$ cat src/rtl/score_keeper.sv
// Game score, lives and state tracker for the brick-breaker game.
// Events from the playfield are scored in BCD and drive the IDLE/PLAY/SERVE/OVER flow.
module score_keeper #(
    parameter int INIT_LIVES = 3,
    parameter int NUM_BRICKS = 64
) (
    input  logic       clk,
    input  logic       rst,
    input  logic       start,
    input  logic       brick_hit,
    input  logic       brick_cleared,
    input  logic       ball_lost,
    output logic [7:0] score_bcd,
    output logic [1:0] lives,
    output logic [1:0] state,
    output logic       ball_enable,
    output logic       game_over,
    output logic       win
);

    typedef enum logic [1:0] {
        IDLE  = 2'd0,
        PLAY  = 2'd1,
        SERVE = 2'd2,
        OVER  = 2'd3
    } game_state_t;

    localparam logic [1:0] LIVES_LOAD  = 2'(INIT_LIVES);
    localparam logic [6:0] BRICKS_LOAD = 7'(NUM_BRICKS);

    game_state_t state_q;
    game_state_t state_d;

    logic       start_prev;
    logic       start_rise;
    logic [7:0] score_q;
    logic [7:0] score_d;
    logic [1:0] lives_q;
    logic [1:0] lives_d;
    logic [6:0] bricks_q;
    logic [6:0] bricks_d;
    logic       ball_enable_q;
    logic       ball_enable_d;
    logic       game_over_q;
    logic       game_over_d;
    logic       win_q;
    logic       win_d;

    logic [1:0] points;
    logic       win_event;
    logic       lose_event;
    logic       serve_event;

    // Adds 0..3 points to a two-digit BCD score, pinning the result at 99.
    function automatic logic [7:0] bcd_add_sat(input logic [7:0] value, input logic [1:0] add);
        logic [4:0] ones;
        logic [4:0] tens;
        logic [7:0] result;
        ones = {1'b0, value[3:0]} + {3'b000, add};
        tens = {1'b0, value[7:4]};
        if (ones > 5'd9) begin
            ones = ones - 5'd10;
            tens = tens + 5'd1;
        end
        if (tens > 5'd9) begin
            result = 8'h99;
        end else begin
            result = {tens[3:0], ones[3:0]};
        end
        return result;
    endfunction

    assign start_rise = start && !start_prev;

    // brick_cleared weighs 2 and brick_hit weighs 1, so the pair encodes the points directly.
    assign points = {brick_cleared, brick_hit};

    // Clearing the last brick wins even when the ball is lost in the same cycle.
    assign win_event   = brick_cleared && (bricks_q == 7'd1);
    assign lose_event  = ball_lost && (lives_q == 2'd1) && !win_event;
    assign serve_event = ball_lost && (lives_q > 2'd1) && !win_event;

    always_ff @(posedge clk) begin
        if (rst) begin
            state_q    <= IDLE;
            start_prev <= 1'b1;
        end else begin
            state_q    <= state_d;
            start_prev <= start;
        end
    end

    always_comb begin
        state_d = state_q;
        case (state_q)
            IDLE: begin
                if (start_rise) begin
                    state_d = PLAY;
                end
            end
            PLAY: begin
                if (win_event || lose_event) begin
                    state_d = OVER;
                end else if (serve_event) begin
                    state_d = SERVE;
                end
            end
            SERVE: begin
                if (start_rise) begin
                    state_d = PLAY;
                end
            end
            OVER: begin
                if (start_rise) begin
                    state_d = IDLE;
                end
            end
            default: state_d = IDLE;
        endcase
    end

    always_comb begin
        score_d  = score_q;
        lives_d  = lives_q;
        bricks_d = bricks_q;
        case (state_q)
            IDLE: begin
                if (start_rise) begin
                    score_d  = 8'h00;
                    lives_d  = LIVES_LOAD;
                    bricks_d = BRICKS_LOAD;
                end
            end
            PLAY: begin
                score_d = bcd_add_sat(score_q, points);
                if (brick_cleared && (bricks_q != 7'd0)) begin
                    bricks_d = bricks_q - 7'd1;
                end
                if (lose_event) begin
                    lives_d = 2'd0;
                end else if (serve_event) begin
                    lives_d = lives_q - 2'd1;
                end
            end
            default: begin
                score_d  = score_q;
                lives_d  = lives_q;
                bricks_d = bricks_q;
            end
        endcase
    end

    // Status flags are computed from the upcoming state so they register alongside it.
    always_comb begin
        ball_enable_d = (state_d == PLAY);
        game_over_d   = (state_d == OVER);
        win_d         = 1'b0;
        if (state_d == OVER) begin
            if (state_q == PLAY) begin
                win_d = win_event;
            end else begin
                win_d = win_q;
            end
        end
    end

    always_ff @(posedge clk) begin
        if (rst) begin
            score_q       <= 8'h00;
            lives_q       <= LIVES_LOAD;
            bricks_q      <= BRICKS_LOAD;
            ball_enable_q <= 1'b0;
            game_over_q   <= 1'b0;
            win_q         <= 1'b0;
        end else begin
            score_q       <= score_d;
            lives_q       <= lives_d;
            bricks_q      <= bricks_d;
            ball_enable_q <= ball_enable_d;
            game_over_q   <= game_over_d;
            win_q         <= win_d;
        end
    end

    assign score_bcd   = score_q;
    assign lives       = lives_q;
    assign state       = state_q;
    assign ball_enable = ball_enable_q;
    assign game_over   = game_over_q;
    assign win         = win_q;

endmodule

$ cat config.mk
export PLATFORM = sky130hd
export DESIGN_NAME = score_keeper
export DESIGN_NICKNAME = d
export VERILOG_FILES = /design/src/rtl/score_keeper.sv
export SDC_FILE = /design/constraint.sdc
export NUM_CORES = 1
export LEC_CHECK = 0
export CAP_MARGIN = 25
export CORE_MARGIN = 3
export CORE_UTILIZATION = 58
export DETAILED_ROUTE_END_ITERATION = 8
export PLACE_DENSITY_LB_ADDON = 0.25
export SLEW_MARGIN = 20
export SYNTH_ARGS = -nofsm -noshare
export SYNTH_HDL_FRONTEND = slang
export SYNTH_SLANG_ARGS = --single-unit
$ cat constraint.sdc
create_clock -name clk -period 5.8 [get_ports clk]
set_input_delay 0.87 -clock clk [delete_from_list [all_inputs] [get_ports clk]]
set_output_delay 0.87 -clock clk [all_outputs]
set_load 0.02 [all_outputs]
==> results.toml <==
[run_status]
run_status = "completed"

[critical_path]
worstPathArrival_ps = 3760
setup.worst_path.class = "input port to flop"
cp_data_required_time_ps = 6020
critPathMaxFanout = 11
cp_num_buf_inv = 2
worst_path_dominant_cell_family = "compound AO/OA/AOI/OAI gates"
worst_setup_path_start_kind = "input port"
cp-startpoint = "brick_hit"
crit_slowest_cell = "sky130_fd_sc_hd__fa_1"
timing.critical_path.to = "score_bcd[4]$_SDFFE_PP0P_"
r2r_cells = 8
critical_path.cell_chain = "clkdlybuf4s50_1 > ha_1 > inv_1 > fa_1 > nor2b_1 > o21ba_1 > o41ai_4 > a22oi_4 > a221o_1"
crit_cells = 9
crit_path_end_kind = "flop"
r2r_setup_slk_ps = 2830
r2r-start = "score_bcd[0]$_SDFFE_PP0P_"
r2r_end = "score_bcd[4]$_SDFFE_PP0P_"
critical_path.max_stage_delay_ps = 620

[synth]
synth-seq-area-share = 0.3077
post_synth_net_total = 185
yosys.cell_types.count = 50
async_reset_ff_frac = 0
synth_edf_count = 0
number_of_instances_in_the_synthesized_netlist = 171
synthesis.area_per_instance_um2 = 8.751
ys_warn_count = 0
ys_ff_latch = 23
ys_dominant_reg_cell = "sky130_fd_sc_hd__dfxtp_1"
synth.cell_area_um2 = 1496

[layout]
fillerInstances = 179
post_route_cells_drive_above_1_share = 0.08556
final_util = 0.7377
seqCellArea_um2 = 460.4
areaGrowthSynthToFinish_pct = 14.30
multi_input_comb_area_um2 = 943.4
ant_diodes = 0
commonest_cells_after_routing_fill_and_taps_aside = "sky130_fd_sc_hd__dfxtp_1 (23), sky130_fd_sc_hd__clkdlybuf4s50_1 (20), sky130_fd_sc_hd__nor2_1 (18)"
number_of_nets_at_the_end_of_the_flow = 202
final_common_cell = "sky130_fd_sc_hd__dfxtp_1"

[routing]
remaining_antenna_violation_count = 0
routed_via_count = 1346
detail_route.drc_violations = 0
drtIter0Drc = 56
finalWirelength_mm = 3.257
avgRoutedWirePerCell_um = 15.15
avgViaCountPerCell = 6.260
drt-pass1-iter-count = 4

[die]
floorplan.initialDensity = 0.6454
core_footprint_um2 = 2318
ios = 21
fp.dieH_um = 56.80
die_x_um = 56.80
die-area_um2 = 3226
floorplan.rows = 17

[cts]
tritoncts = "built"
cts.clk_slew.worst_paths_ps = 130
ctsRootBufferMaster = "sky130_fd_sc_hd__clkbuf_4"
clock_latency_ps = 320
postCtsHoldBufs = 0
cts.path.max_buffers = 2
ctsHtreeMaxLevel = 1
cts_post_setup_buffers_inserted = 0
cts.sink_count = 23
cts-resized-gates = 0
numCtsBuffers = 3

[timing]
hold_viol = 0
setup_tns_ps = 0
worst_pin_slew_ps = 590.8
fmaxAchievable_mhz = 282.3
post-route-period-util = 0.6108
setup_slack_ps = 2257
finClkSkew_ps = 4.621
timing.max_slew.rel_slack = 0.6037
rsz0062_at_grt = "no"
setup_viol = 0
period_needed_ps = 3543
final-max-slew-violation-count = 0

[global_route]
grt_pass1_vias = 1259
grt-ovfl-total = 0
grt_pass1_wl_mm = 5.582
grt_use_total = 0.2150
grt_max_degree = 16
number_of_antenna_violations_at_the_first_check_in_global_routing = 0

[min_path]
worstHoldPathType = "flop to flop"

[power]
vdd.ir_drop.worst_v = 0.0001424
cellPowerDensity_nw_per_um2 = 184.5
leakagePower_nw = 0.6113
total_design_power_uw = 315.6

[place]
gpl.final_weighted_congestion = 0.8405
post-place-ws_ps = 1915
post_dp_hpwl_mm = 2.491
numPortBuffers = 20

[flow_run]
max_cap_violations = 0
where the power goes:
group	internal (mW)	switching, mW	leakage, nW
Clock	0.0269	0.0493	0.0150
Sequential	0.166	0.00731	0.187
Combinational	0.0296	0.0369	0.409
cells in the mapped netlist, types with 3 or more instances:
cell / number / area share
sky130_fd_sc_hd__nand3_1: 4 / 0.013
sky130_fd_sc_hd__xnor2_1: 5 / 0.029
sky130_fd_sc_hd__o21ai_0: 9 / 0.030
sky130_fd_sc_hd__nor2b_1: 4 / 0.017
sky130_fd_sc_hd__a21oi_1: 6 / 0.020
sky130_fd_sc_hd__inv_1: 12 / 0.030
sky130_fd_sc_hd__ha_1: 7 / 0.059
sky130_fd_sc_hd__nor3_1: 4 / 0.013
sky130_fd_sc_hd__a21o_1: 5 / 0.025
sky130_fd_sc_hd__clkbuf_1: 4 / 0.010
sky130_fd_sc_hd__dfxtp_1: 23 / 0.31
sky130_fd_sc_hd__nand2b_1: 5 / 0.021
sky130_fd_sc_hd__nor2_1: 18 / 0.045
sky130_fd_sc_hd__a31oi_1: 5 / 0.021
sky130_fd_sc_hd__nand2_1: 9 / 0.023
sky130_fd_sc_hd__a211oi_1: 3 / 0.015
metal layers:
metal | part of all wire | routed length (um) | up-vias | GRT usage
li1 | - | - | 655 | -
met1 | 0.42 | 1358 | 634 | 0.2650
met2 | 0.50 | 1631 | 48 | 0.3663
met3 | 0.061 | 200 | 9 | 0.04138
met4 | 0.021 | 67 | 0 | 0.08278
met5 | 0 | 0 | - | 0
layout make-up:
class                   instances  area share
multi-input cells             128      0.5516
flip-flops and latches         23      0.2692
repair buffers                 20      0.1170
inverters                      12     0.02634
well taps                      28     0.02048
clock buffers                   4     0.01536
how the worst min path moves through the flow:
stage,startpoint,to,slack [ps],depth (start not counted)
5_1_grt,win$_SDFFE_PP0P_,win$_SDFFE_PP0P_,570,2
3_3_place_gp,bricks_q[6]$_SDFFE_PP1P_,bricks_q[6]$_SDFFE_PP1P_,480,1
4_1_cts,bricks_q[1]$_SDFFE_PP0P_,bricks_q[1]$_SDFFE_PP0P_,540,2
3_5_place_dp,bricks_q[6]$_SDFFE_PP1P_,bricks_q[6]$_SDFFE_PP1P_,490,1
2_1_floorplan,bricks_q[6]$_SDFFE_PP1P_,bricks_q[6]$_SDFFE_PP1P_,470,1
6_report,bricks_q[1]$_SDFFE_PP0P_,bricks_q[1]$_SDFFE_PP0P_,530,2
sequential cells by signal, indices dropped and copies added (netlist names):
signal	count
ball_enable	1
score_bcd	8
start_prev	1
lives	2
bricks_q	7
state	2
win	1
game_over	1
logic make-up after synthesis:
kind of cell / after synthesis / share of synthesized area
AND/OR/NAND/NOR: 61 / 0.2249
adder cells (fa/ha/maj): 8 / 0.07190
buffers and inverters: 20 / 0.06187
XOR/XNOR: 5 / 0.02926
multiplexers: 2 / 0.01338
flip-flops: 23 / 0.3077
AO/OA/AOI/OAI: 52 / 0.2910
worst min-delay path: cells and delay by family (launching register included):
| kind | cells | cell delay [ps] |
|---|---|---|
| and+or+nand+nor | 1 | 100 |
| AOI/OAI and AO/OA | 1 | 60 |
| DFF | 1 | 340 |
stage by stage:
stage	std cells	hold slack, ps	area (um2)
after CTS	215	539.5	1710
after global routing	215	567.4	1710
final	215	534.1	1710
after floorplan	171	467.7	1496
after detailed placement	211	490.9	1684
after global placement	211	484.4	1684
(Power assumes the default switching activity.)
